<file path="src/rtl/cipher_stream_reader.sv">
// Reads the ciphertext words out of the encryption RAM and streams them MSB-first as bytes over valid/ready.
// Optional build macro CIPHER_PAD_MASK_EN zeroes the pad bits beyond l in the final byte.
module cipher_stream_reader #(
    parameter int parameter_set = 1,
    localparam int M = (parameter_set == 1) ? 12 : 13,
    localparam int T = (parameter_set == 1) ? 64 :
                       (parameter_set == 2) ? 96 :
                       (parameter_set == 4) ? 119 : 128,
    localparam int L = M * T,
    localparam int RAM_DEPTH = (L + 31) / 32,
    localparam int N_BYTES = (L + 7) / 8,
    localparam int AW = $clog2(RAM_DEPTH)
) (
    input  logic          clk,
    input  logic          rst,
    input  logic          start,
    output logic          rd_en_c,
    output logic [AW-1:0] addr_rd_c,
    input  logic [31:0]   cipher,
    output logic [7:0]    m_data,
    output logic          m_valid,
    input  logic          m_ready,
    output logic          m_last,
    output logic          busy,
    output logic          done
);

    localparam int WCW = AW + 1;
    localparam int BCW = $clog2(N_BYTES) + 1;
    localparam int TAIL_BITS = L % 32;
    localparam int LAST_WORD_BYTES = (TAIL_BITS == 0) ? 4 : (TAIL_BITS + 7) / 8;

    localparam logic [WCW-1:0] LAST_WORD = WCW'(RAM_DEPTH - 1);
    localparam logic [1:0]     LAST_SLOT = 2'(LAST_WORD_BYTES - 1);
    localparam logic [BCW-1:0] LAST_BYTE = BCW'(N_BYTES - 1);

`ifdef CIPHER_PAD_MASK_EN
    localparam int PAD_BITS = (8 - (L % 8)) % 8;
    localparam logic [7:0] PAD_MASK = 8'(8'hFF << PAD_BITS);
`endif

    typedef enum logic [2:0] {
        S_IDLE,
        S_ADDR,
        S_WAIT,
        S_EMIT,
        S_FIN
    } state_t;

    state_t         state_reg, state_next;
    logic [WCW-1:0] word_cnt_reg, word_cnt_next;
    logic [BCW-1:0] byte_cnt_reg, byte_cnt_next;
    // Bytes of the current word that have not yet been placed on m_data.
    logic [23:0]    rest_reg, rest_next;
    logic           wait_phase_reg, wait_phase_next;
    logic           rd_en_reg, rd_en_next;
    logic [AW-1:0]  addr_reg, addr_next;
    logic [7:0]     m_data_reg, m_data_next;
    logic           m_valid_reg, m_valid_next;
    logic           m_last_reg, m_last_next;
    logic           busy_reg, busy_next;
    logic           done_reg, done_next;

    logic           load_byte;
    logic [BCW-1:0] load_idx;
    logic [7:0]     load_raw;
    logic           load_final;
    logic           is_last_word;
    logic           frame_end;
    logic           word_end;

    assign is_last_word = (word_cnt_reg == LAST_WORD);
    assign frame_end    = is_last_word && (byte_cnt_reg[1:0] == LAST_SLOT);
    assign word_end     = (byte_cnt_reg[1:0] == 2'd3);
    assign load_final   = (load_idx == LAST_BYTE);

    always_ff @(posedge clk or posedge rst) begin
        if (rst) begin
            state_reg      <= S_IDLE;
            word_cnt_reg   <= '0;
            byte_cnt_reg   <= '0;
            rest_reg       <= '0;
            wait_phase_reg <= 1'b0;
            rd_en_reg      <= 1'b0;
            addr_reg       <= '0;
            m_data_reg     <= '0;
            m_valid_reg    <= 1'b0;
            m_last_reg     <= 1'b0;
            busy_reg       <= 1'b0;
            done_reg       <= 1'b0;
        end else begin
            state_reg      <= state_next;
            word_cnt_reg   <= word_cnt_next;
            byte_cnt_reg   <= byte_cnt_next;
            rest_reg       <= rest_next;
            wait_phase_reg <= wait_phase_next;
            rd_en_reg      <= rd_en_next;
            addr_reg       <= addr_next;
            m_data_reg     <= m_data_next;
            m_valid_reg    <= m_valid_next;
            m_last_reg     <= m_last_next;
            busy_reg       <= busy_next;
            done_reg       <= done_next;
        end
    end

    always_comb begin
        state_next      = state_reg;
        word_cnt_next   = word_cnt_reg;
        byte_cnt_next   = byte_cnt_reg;
        rest_next       = rest_reg;
        wait_phase_next = wait_phase_reg;
        rd_en_next      = rd_en_reg;
        addr_next       = addr_reg;
        m_data_next     = m_data_reg;
        m_valid_next    = m_valid_reg;
        m_last_next     = m_last_reg;
        busy_next       = busy_reg;
        done_next       = 1'b0;
        load_byte       = 1'b0;
        load_idx        = byte_cnt_reg;
        load_raw        = 8'h00;

        case (state_reg)
            S_IDLE: begin
                if (start) begin
                    state_next    = S_ADDR;
                    word_cnt_next = '0;
                    byte_cnt_next = '0;
                    busy_next     = 1'b1;
                    rd_en_next    = 1'b1;
                end
            end
            S_ADDR: begin
                addr_next       = word_cnt_reg[AW-1:0];
                wait_phase_next = 1'b0;
                state_next      = S_WAIT;
            end
            S_WAIT: begin
                // The address leaves a register and the RAM read is registered too,
                // so q is only valid in the second WAIT cycle.
                if (!wait_phase_reg) begin
                    wait_phase_next = 1'b1;
                end else begin
                    rest_next    = cipher[23:0];
                    load_byte    = 1'b1;
                    load_idx     = byte_cnt_reg;
                    load_raw     = cipher[31:24];
                    m_valid_next = 1'b1;
                    state_next   = S_EMIT;
                end
            end
            S_EMIT: begin
                if (m_ready) begin
                    if (frame_end) begin
                        m_valid_next = 1'b0;
                        m_last_next  = 1'b0;
                        m_data_next  = 8'h00;
                        done_next    = 1'b1;
                        state_next   = S_FIN;
                    end else if (word_end) begin
                        byte_cnt_next = byte_cnt_reg + 1'b1;
                        word_cnt_next = word_cnt_reg + 1'b1;
                        m_valid_next  = 1'b0;
                        state_next    = S_ADDR;
                    end else begin
                        byte_cnt_next = byte_cnt_reg + 1'b1;
                        rest_next     = {rest_reg[15:0], 8'h00};
                        load_byte     = 1'b1;
                        load_idx      = byte_cnt_reg + 1'b1;
                        load_raw      = rest_reg[23:16];
                    end
                end
            end
            S_FIN: begin
                busy_next  = 1'b0;
                rd_en_next = 1'b0;
                state_next = S_IDLE;
            end
            default: begin
                state_next = S_IDLE;
            end
        endcase

        if (load_byte) begin
`ifdef CIPHER_PAD_MASK_EN
            m_data_next = load_final ? (load_raw & PAD_MASK) : load_raw;
`else
            m_data_next = load_raw;
`endif
            m_last_next = load_final;
        end
    end

    assign rd_en_c   = rd_en_reg;
    assign addr_rd_c = addr_reg;
    assign m_data    = m_data_reg;
    assign m_valid   = m_valid_reg;
    assign m_last    = m_last_reg;
    assign busy      = busy_reg;
    assign done      = done_reg;

endmodule

</file>
<file path="config.mk">
export PLATFORM = sky130hd
export DESIGN_NAME = cipher_stream_reader
export DESIGN_NICKNAME = d
export VERILOG_FILES = /design/src/rtl/cipher_stream_reader.sv
export SDC_FILE = /design/constraint.sdc
export NUM_CORES = 1
export LEC_CHECK = 0
export ABC_AREA = 1
export CORE_MARGIN = 1.5
export CORE_UTILIZATION = 55
export CTS_BUF_LIST = sky130_fd_sc_hd__clkbuf_4 sky130_fd_sc_hd__clkbuf_8
export DETAILED_ROUTE_END_ITERATION = 6
export HOLD_SLACK_MARGIN = 0.08
export MAX_ROUTING_LAYER = met4
export PLACE_DENSITY = 0.82
export SLEW_MARGIN = 25
export SYNTH_ARGS = -nofsm -noshare
export SYNTH_HDL_FRONTEND = slang
export SYNTH_SLANG_ARGS = --single-unit
export TNS_END_PERCENT = 20
</file>
<file path="constraint.sdc">
create_clock -name clk -period 3 [get_ports clk]
set_clock_uncertainty 0.2 [all_clocks]
set_input_delay 0.6 -clock clk [delete_from_list [all_inputs] [get_ports clk]]
set_output_delay 0.6 -clock clk [all_outputs]
set_load 0.05 [all_outputs]
</file>
**After elaboration in Yosys (flattened, before gate mapping)**

Cells that the tools add are included.

- Add/subtract/negate cells: 2
- $mul: 0
- Divide/modulo/power cells: 0
- $lt $le $gt $ge: 0
- Eq/ne operators: 14
- Shift operators: 0
- Mux-type cells: 53
- Bitwise operators: 0
- Reductions and logical operators: 16

Operators with widths:

| operator | number |
|---|---|
| 2-to-1 mux 8 bit | 15 |
| 2-to-1 mux 24 bit | 4 |
| case mux 24 bit (2 select lines) | 1 |
| case mux 8 bit (2 select lines) | 2 |
| 2-to-1 mux 6 bit | 4 |
| 2-to-1 mux 1 bit | 16 |
| 2-to-1 mux 3 bit | 5 |
| nonzero test 2 bit | 7 |
| inequality test 2 bit, second input constant | 6 |
| case mux 3 bit (4 select lines) | 1 |
| case mux 6 bit (2 select lines) | 1 |
| AND reduction 4 bit | 3 |
| AND reduction 5 bit | 2 |
| adder 8 x 1 -> 8 bit, second input constant | 1 |
| == test 8 x 7 -> 1 bit, second input constant | 1 |
| case mux 1 bit (2 select lines) | 4 |
| adder 6 x 1 -> 6 bit, second input constant | 1 |
| == test 3 x 2 -> 1 bit, second input constant | 2 |
| == test 6 x 5 -> 1 bit, second input constant | 1 |
| == test 3 x 1 -> 1 bit, second input constant | 1 |
| == test 3 bit, second input constant | 1 |
| zero test 3 bit | 1 |
| inequality test 3 bit, second input constant | 1 |
| AND reduction 3 bit | 1 |
| 3 further kinds | 3 |

- Bits in registers: 59
- Bits in latches: 0
- Bits in writable memories: 0
- Memory bits (read-only): 0
- Input port bits: 36
- Output and inout bits: 18
- Word-level logic and storage cells: 96
- Memories kept: 0

**Depth between registers and ports, before layout**

Gate-level depths: netlist (run 1).

- Depth after elaboration: 7
- Mapped depth: 10
- Depth with buffers taken out: 10

**Worst setup path after synthesis (run 1)**

No wires, ideal clock.

- Kind: register -> register
- From: register byte_cnt_reg[0]
- To: register m_data_reg[0], in the netlist m_data[0]
- Library setup time: 127 ps
- Data arrival time: 1422 ps
- Data required time: 2673 ps
- Setup slack: 1252 ps
- Cell stages (with the launch flop): 11
- Buffers on the path: 1
- Period minus slack after synthesis: 1748 ps
- Path through: dfrtp_1 ha_1 inv_1 nand2_1 inv_1 nand2_1 nand2_2 inv_2 buf_2 nand3_1 nand3_1

- Longest elaborated chain between the ends: 7
- Elaborated cells on any way between the ends: 15
- Those cells by class: eq/ne (1); mux (9); reduce/logical (5)

Ends and longest elaborated chain:

| item | RTL line | text |
|---|---|---|
| start: declaration | 52 | `logic [BCW-1:0] byte_cnt_reg, byte_cnt_next;` |
| start signal: assignment | 94 | `byte_cnt_reg <= byte_cnt_next;` |
| == test 2 bit * | 73, 74 |  |
| 2-to-1 mux 1 bit or logical AND 1 bit (tied branches) | 161, 73 |  |
| 2-to-1 mux 1 bit | 155 | `if (frame_end) begin` |
| 2-to-1 mux 1 bit | 154 | `if (m_ready) begin` |
| case mux 1 bit (2 select lines) | 124 | `case (state_reg)` |
| nonzero test 2 bit (no source line) | n/a |  |
| AND reduction 3 bit (no source line) | n/a |  |
| end signal: assignment | 99 | `m_data_reg <= m_data_next;` |
| end: declaration | 58 | `logic [7:0] m_data_reg, m_data_next;` |

Every way passes the cells marked *; elsewhere a longest branch is shown, timed or not.
A chain may end at the register's enable or synchronous reset.

**Worst setup path in the final report (run 1)**

- From: register m_last_reg, in the netlist m_last
- To: output m_last

RTL lines:

| item | RTL line | text |
|---|---|---|
| start: declaration | 60 | `logic m_last_reg, m_last_next;` |
| start signal: assignment | 101 | `m_last_reg <= m_last_next;` |
| end: declaration | 23 | `output logic m_last,` |

No word-level cell between the ends.

==> results of run 1 <==
==> cells in the final DEF (no fill, tap or decap), types with 9 or more instances in the layout <==
cell type          n
clkdlybuf4s50_1   53
inv_1             38
o21ai_0           21
dfrtp_1           59
o21ai_1            9
clkbuf_8          11
nor2_1            30
a31oi_1            9
nand3_1           44
nand2_1          125
==> layout make-up <==
type	count	share of cell area [%]
sequential	59	39.2
clock buffer	13	4.42
tap	70	2.32
timing repair buffer	58	15.1
multi-input combinational	272	33.8
clock inverter	2	0.930
inverter	43	4.28
==> power by group <==
group	switching [W]	internal (W)
Clock	0.000298	0.000442
Combinational	0.00120	0.000577
Sequential	0.000199	0.00109
Total	0.00170	0.00211
==> stage by stage <==
step,cell area [um2],hold WS (ns),power (W)
detailed placement,3570,0.266,0.00307
global placement,3570,0.263,0.00300
floorplan,2990,0.259,0.00260
finish,3770,0.287,0.00381
CTS,3770,0.283,0.00381
global route,3770,0.312,0.00410
==> per-layer routing <==
| metal | up-vias | GRT usage, % |
|---|---|---|
| met5 | - | - |
| li1 | 1344 | - |
| met1 | 1266 | 32.3 |
| met2 | 75 | 40.9 |
| met4 | 0 | 10.4 |
| met3 | 11 | 5.00 |
==> logic make-up (layout without fill, tap and decap cells) <==
logic type               after synthesis  count (layout)  share of synthesized area (%)
AO/OA/AOI/OAI                         46              46                           8.54
XOR/XNOR                               7               7                           2.05
adder cells (fa/ha/maj)                4               4                           1.67
buffers and inverters                 58             116                           7.99
flip-flops                            59              59                           49.4
AND/OR/NAND/NOR                      215             215                           30.3
==> path summary, 6_finish.rpt <==
path,startpoint,cells past startpoint,slack [ns],endpoint
setup / recovery,m_last,1,0.68,m_last
hold / removal,addr_rd_c[1],2,0.29,addr_rd_c[1]
setup reg to reg,byte_cnt_reg[0],8,0.95,m_data[3]
hold reg to reg,addr_rd_c[1],2,0.29,addr_rd_c[1]
max in group asynchronous,rst,3,1.55,word_cnt_reg[3]
min in group asynchronous,rst,3,0.58,done
==> tightest hold or removal path, stage by stage (launching register included) <==
cell and delay [ns]:
dfrtp_1 0.35, nand2_1 0.06, nand2_1 0.05
==> flow_summary.ini, run 1 <==
[critical_path]
worstPathMaxFanout = 2
critPathArrivalTime_ns = 1.52
startpoint_type = flip-flop
cp_slowest_cell = clkdlybuf4s50_1
critPathRequiredTime_ns = 2.20
critical_path_buf_inv_count = 1
cp_top_family = buffers and inverters
path_class = reg -> out
cp-end-kind = primary output
slowest_delay_ns = 0.81
worstPathCellList = clkdlybuf4s50_1

[hold_path]
hp-class = reg -> reg

[route]
avgViaCountPerCell = 5.21
drtPass1Iterations = 5
met1_length_mm = 2.96
wl_per_cell_um = 12.7
drt_iter0_drc = 258
drcViolationCount = 0
top_layer_used = met4
drtAntennaViolNets = 0
drt-total-wl_mm = 6.56
met2_length_mm = 3.12
route.met3.wl_um = 381
vias = 2696

[grt]
antenna_found_initial = 0
grt_usage_pct = 25.7
grt_max_degree = 60
grt_overflow = 0
grt_pass1_wl_mm = 11.7
first_global_vias = 2640

[floorplanning]
placementRows = 26
die-area_um2 = 5890
start_util_pct = 57.8
die_h_um = 76.7
die_w_um = 76.7
design.core.area_um2 = 5170
pin_count = 54

[clocking]
clk_latency_ns = 0.34
cts_sinks = 59
clk_pin_slew_ns = 0.06
cts_tree = built
cts_buffers = 9
cts_root_buf = clkbuf_8
postCtsSetupBuffers = 0
clockBufferDepth = 2
holdBufCountCts = 0
ctsResizeCount = 0
htree_levels = 3

[timing]
tightest_slew_ns = 0.713
setup_slack_ns = 0.677
fin_crit_ns = 2.32
finalSetupViolCount = 0
slew_headroom_pct = 52.5
fin_setup_tns_ns = 0
final_hold_viol_count = 0
rsz0062_at_grt = false
period_share_pct = 77.4
fmax_mhz = 431
final_max_slew_viol_count = 0

[yosys]
synth_cells = 389
synth_area_leader_cell = dfrtp_1
synth_most_common_cell = nand2_1
synthesis.area_um2 = 2990
seq_area_frac_synth_pct = 49.4
synth.avg_cell_area_um2 = 7.68
synth_edf_count = 0
yosysWarnings = 0
synthesis.nets = 429
synthTopCellsByCount = nand2_1, dfrtp_1, nand3_1
synthArstFlopShare_pct = 100
synth_cell_types = 27
synth_seq_cells = 59
yosys.area.top_type_share_pct = 49.4
synthTopCellsByArea = dfrtp_1, nand2_1, nand3_1
synth_flop_cell = dfrtp_1

[finish]
n_fill_cell = 396
stdcell_count = 517
seq_area_um2 = 1480
syn_to_final_growth_pct = 26.1
drive_gt1_share_pct = 7.38
n_antenna_cell = 0
fin_util_pct = 72.9
multi_input_area_um2 = 1270
fin_nets = 483
largest_register_ffs = 24

[placed_design]
dp_slack_ns = 0.678
place_inst = 502
place_congestion = 0.901
portBuffers = 53
dpl.hpwl_mm = 4.49

[run_status]
status = finished clean

[flow_run]
maxCapViolations = 0

[power]
p_leak_nw = 1.82
vdd_drop_max_mv = 0.527
power.density_nw_per_um2 = 1010
Note: power is estimated with default switching activity, not from simulation.
==> run 2: changes to the inputs <==
- CORE_UTILIZATION: 55 -> 54
- PLACE_DENSITY: 0.82 -> 0.81
- clock period: 3 -> 2.35 ns (I/O delays scaled with it)
==> run 2 against run 1 <==
Compared with the run above:
- sequential share of layout area fell by 0.45 points
- via count down 0.85%
- clock-buffer cell count shrank 2
- sequential power up 26%
==> flow_summary.ini, run 2 (synthesized netlist as in run 1, its figures left out) <==
[timing]
final_max_slew_viol_count = 0
tightest_slew_ns = 0.500
fin_crit_ns = 2.20
rsz0062_at_grt = false
finalSetupViolCount = 0
final_hold_viol_count = 0
period_share_pct = 93.8
slew_headroom_pct = 66.6
fin_setup_tns_ns = 0
fmax_mhz = 454

[floorplanning]
pin_count = 54
die_h_um = 77.4
die_w_um = 77.4
placementRows = 26
design.core.area_um2 = 5240
die-area_um2 = 5990
start_util_pct = 57.1

[clocking]
cts_buffers = 9
postCtsSetupBuffers = 0
cts_sinks = 59
cts_tree = built
cts_root_buf = clkbuf_8
clockBufferDepth = 2
holdBufCountCts = 0
clk_pin_slew_ns = 0.06
ctsResizeCount = 0
clk_latency_ns = 0.34
htree_levels = 3

[critical_path]
crit_start = m_last
r2r_start = byte_cnt_reg[0]
startpoint_type = flip-flop
slowest_delay_ns = 0.82
worstPathMaxFanout = 2
worstPathCellList = clkdlybuf4s50_1
path_class = reg -> out
critPathArrivalTime_ns = 1.53
critical_path_buf_inv_count = 1
cp_top_family = buffers and inverters
critPathRequiredTime_ns = 1.68
cp-end-kind = primary output
cp_slowest_cell = clkdlybuf4s50_1

[finish]
finalInstanceArea_um2 = 3810
syn_to_final_growth_pct = 27.5
final_cell_mix = nand2_1, dfrtp_1, clkdlybuf4s50_1
fin_nets = 486
n_antenna_cell = 0
final_common_cell = nand2_1
largest_register_ffs = 24
stdcell_count = 521
drive_gt1_share_pct = 8.20
n_fill_cell = 435
multi_input_area_um2 = 1270
seq_area_um2 = 1480

[route]
avgViaCountPerCell = 5.13
wl_per_cell_um = 12.4
drt_iter0_drc = 166
drtAntennaViolNets = 0
drcViolationCount = 0
drtPass1Iterations = 4
vias = 2673
drt-total-wl_mm = 6.45

[grt]
grt_overflow = 0
grt_pass1_wl_mm = 10.8
antenna_found_initial = 0
grt_max_degree = 60
grt_usage_pct = 23.3
first_global_vias = 2479

[power]
power_w = 0.00491
power.density_nw_per_um2 = 1290
vdd_drop_max_mv = 0.693
p_leak_nw = 1.84

[hold_path]
hold_start = addr_rd_c[0]
hp-class = reg -> reg

[placed_design]
postPlaceCellArea_um2 = 3610
portBuffers = 53
dpl.hpwl_mm = 4.60
place_congestion = 0.873
place_inst = 505

[flow_run]
maxCapViolations = 0

[run_status]
status = finished clean
[run 2: changes by cell type in the layout (fill, tap and decap cells not counted)]
cell | before | now
clkinv_2 | 1 | 3
clkbuf_4 | 2 | 1
clkinvlp_4 | 0 | 1
clkbuf_8 | 11 | 10
buf_4 | 5 | 6
buf_12 | 0 | 2
[run 2: final timing paths]
kind                       depth (start not counted)  slack (ns)      endpoint
max                                                1        0.15        m_last
min                                                2        0.29  addr_rd_c[0]
min in group asynchronous                          3        0.31     m_data[3]
min reg2reg                                        2        0.29  addr_rd_c[0]
max in group asynchronous                          3        1.38  rest_reg[11]
max reg2reg                                        8        0.28     m_data[7]
[run 2: power breakdown]
group	total [W]	switching, W	internal [W]
combinational	0.00235	0.00154	0.000810
sequential	0.00163	0.000247	0.00139
clock	0.000928	0.000403	0.000524
total	0.00491	0.00219	0.00272
[run 2: cell type report]
class / count / share of cell area [%]
clock buffer: 11 / 3.81
multi-input combinational: 272 / 33.4
tap: 70 / 2.30
clock inverter: 5 / 1.38
inverter: 43 / 4.23
timing repair buffer: 61 / 16.1
sequential: 59 / 38.7
[run 2: metal layers]
layer	wire (um)	track usage, %	vias up
li1	-	-	1353
met1	2950	29.6	1235
met2	3130	37.5	77
met3	289	4.35	8
met4	74	8.73	0
met5	0	-	-
[run 2: worst register-to-register path, stage by stage, from the launching register on]
cell	delay [ns]
dfrtp_1	0.47
ha_1	0.21
inv_1	0.10
nor3_1	0.23
nand3_1	0.14
nor2_1	0.11
nand2_1	0.25
nand3_1	0.17
nand3_1	0.08
[run 2: metrics by stage]
| step | hold slack [ns] | setup WS [ns] | utilization (%) |
|---|---|---|---|
| 2_1_floorplan | 0.259 | 0.224 | - |
| 3_3_place_gp | 0.262 | 0.211 | 69.0 |
| 3_5_place_dp | 0.273 | 0.159 | 69.0 |
| 4_1_cts | 0.289 | 0.153 | 72.8 |
| 5_1_grt | 0.300 | 0.0753 | 72.8 |
| 6_report | 0.286 | 0.147 | 72.8 |
==> run 3: changes to the inputs <==
- CTS_BUF_LIST: sky130_fd_sc_hd__clkbuf_4 sky130_fd_sc_hd__clkbuf_8 -> sky130_fd_sc_hd__clkbuf_4
==> run 3 against run 2 <==
Compared with the run above:
- clock power shrank 25%
- sequential cell count is the same
- sequential power is essentially flat
- fmax shrank 2.3%
- combinational power is essentially flat
- first-iteration DRC count grew 17%
- via count is essentially flat
- global-route usage is essentially flat
- setup slack lost 0.053 ns
- largest cell class unchanged
==> flow_summary.ini, run 3 (synthesized netlist as in run 1, its figures left out) <==
[power]
p_leak_nw = 1.81
vdd_drop_max_mv = 0.642
power.density_nw_per_um2 = 1250

[critical_path]
worstPathMaxFanout = 2
startpoint_type = flip-flop
cp_slowest_cell = clkdlybuf4s50_1
critPathRequiredTime_ns = 1.68
cp_top_family = buffers and inverters
worstPathCellList = clkdlybuf4s50_1
slowest_delay_ns = 0.81
path_class = reg -> out
critical_path_buf_inv_count = 1
critPathArrivalTime_ns = 1.59
cp-end-kind = primary output

[clocking]
cts_sinks = 59
ctsResizeCount = 0
clk_pin_slew_ns = 0.10
cts_buffers = 9
clockBufferDepth = 2
cts_tree = built
clk_latency_ns = 0.40
holdBufCountCts = 0
htree_levels = 3
cts_root_buf = clkbuf_4
postCtsSetupBuffers = 0

[timing]
period_share_pct = 96.0
timing.hold.ws_ns = 0.246
rsz0062_at_grt = false
fin_setup_tns_ns = 0
fmax_mhz = 443
finalSetupViolCount = 0
final_hold_viol_count = 0
fin_crit_ns = 2.26
final_max_slew_viol_count = 0
tightest_slew_ns = 0.498
slew_headroom_pct = 66.7

[route]
drcViolationCount = 0
drt-total-wl_mm = 6.32
avgViaCountPerCell = 5.13
drt_iter0_drc = 194
drtAntennaViolNets = 0
wl_per_cell_um = 12.1
vias = 2671
drtPass1Iterations = 5

[finish]
final_cell_mix = nand2_1, dfrtp_1, clkdlybuf4s50_1
fin_nets = 486
n_antenna_cell = 0
final_common_cell = nand2_1
syn_to_final_growth_pct = 25.3
drive_gt1_share_pct = 7.98
largest_register_ffs = 24

[floorplanning]
start_util_pct = 57.1
die_h_um = 77.4
placementRows = 26
die-area_um2 = 5990
design.core.area_um2 = 5240
die_w_um = 77.4
pin_count = 54

[placed_design]
dpl.hpwl_mm = 4.60
place_congestion = 0.873
portBuffers = 53

[grt]
first_global_vias = 2484
grt_max_degree = 60
grt_overflow = 0
grt_usage_pct = 23.3
antenna_found_initial = 0
grt_pass1_wl_mm = 10.8

[flow_run]
maxCapViolations = 0

[run_status]
status = finished clean

[hold_path]
hp-class = in -> async
run 3: changes by cell type in the layout (fill, tap and decap cells not counted):
| cell | previous run | this run |
|---|---|---|
| clkbuf_4 | 1 | 10 |
| clkbuf_8 | 10 | 0 |
| clkinv_1 | 0 | 1 |
run 3: per-stage QoR:
stage | setup slack, ns | utilization (%) | instance area, um2 | total power (W) | cells
2_1_floorplan | 0.224 | - | 2990 | 0.00331 | 389
3_3_place_gp | 0.211 | 69.0 | 3610 | 0.00390 | 505
3_5_place_dp | 0.159 | 69.0 | 3610 | 0.00400 | 505
4_1_cts | 0.0725 | 71.5 | 3750 | 0.00470 | 521
5_1_grt | 0.0435 | 71.5 | 3750 | 0.00504 | 521
6_report | 0.0940 | 71.5 | 3750 | 0.00468 | 521
run 3: area by class of cell:
type	count	area [um2]
Fill cell	440	1490
Sequential cell	59	1480
Multi-Input combinational cell	272	1270
Timing Repair Buffer	61	616
Inverter	43	161
Tap cell	70	87.6
Clock buffer	10	75.1
Clock inverter	6	56.3
run 3: worst paths after layout:
path / start / end / slack [ns] / cells after the start
setup reg to reg: byte_cnt_reg[0] / m_data[7] / 0.30 / 8
setup / recovery: m_last / m_last / 0.09 / 1
hold reg to reg: addr_rd_c[0] / addr_rd_c[0] / 0.29 / 2
max in group asynchronous: rst / rest_reg[6] / 1.45 / 3
min in group clk: addr_rd_c[0] / addr_rd_c[0] / 0.29 / 2
hold / removal: rst / m_data[1] / 0.25 / 3
run 3: report_power, final:
part | internal, W | switching, W
Combinational | 0.000810 | 0.00154
Clock | 0.000327 | 0.000371
Sequential | 0.00138 | 0.000248
run 3: per-layer routing:
layer | vias to the layer above | share of wire [%] | routed length, um | track usage, %
li1 | 1355 | - | - | -
met1 | 1236 | 45 | 2830 | 29.5
met2 | 72 | 49 | 3100 | 37.5
met3 | 8 | 5.0 | 315 | 5.41
met4 | 0 | 1.1 | 70 | 7.09
met5 | - | 0 | 0 | -
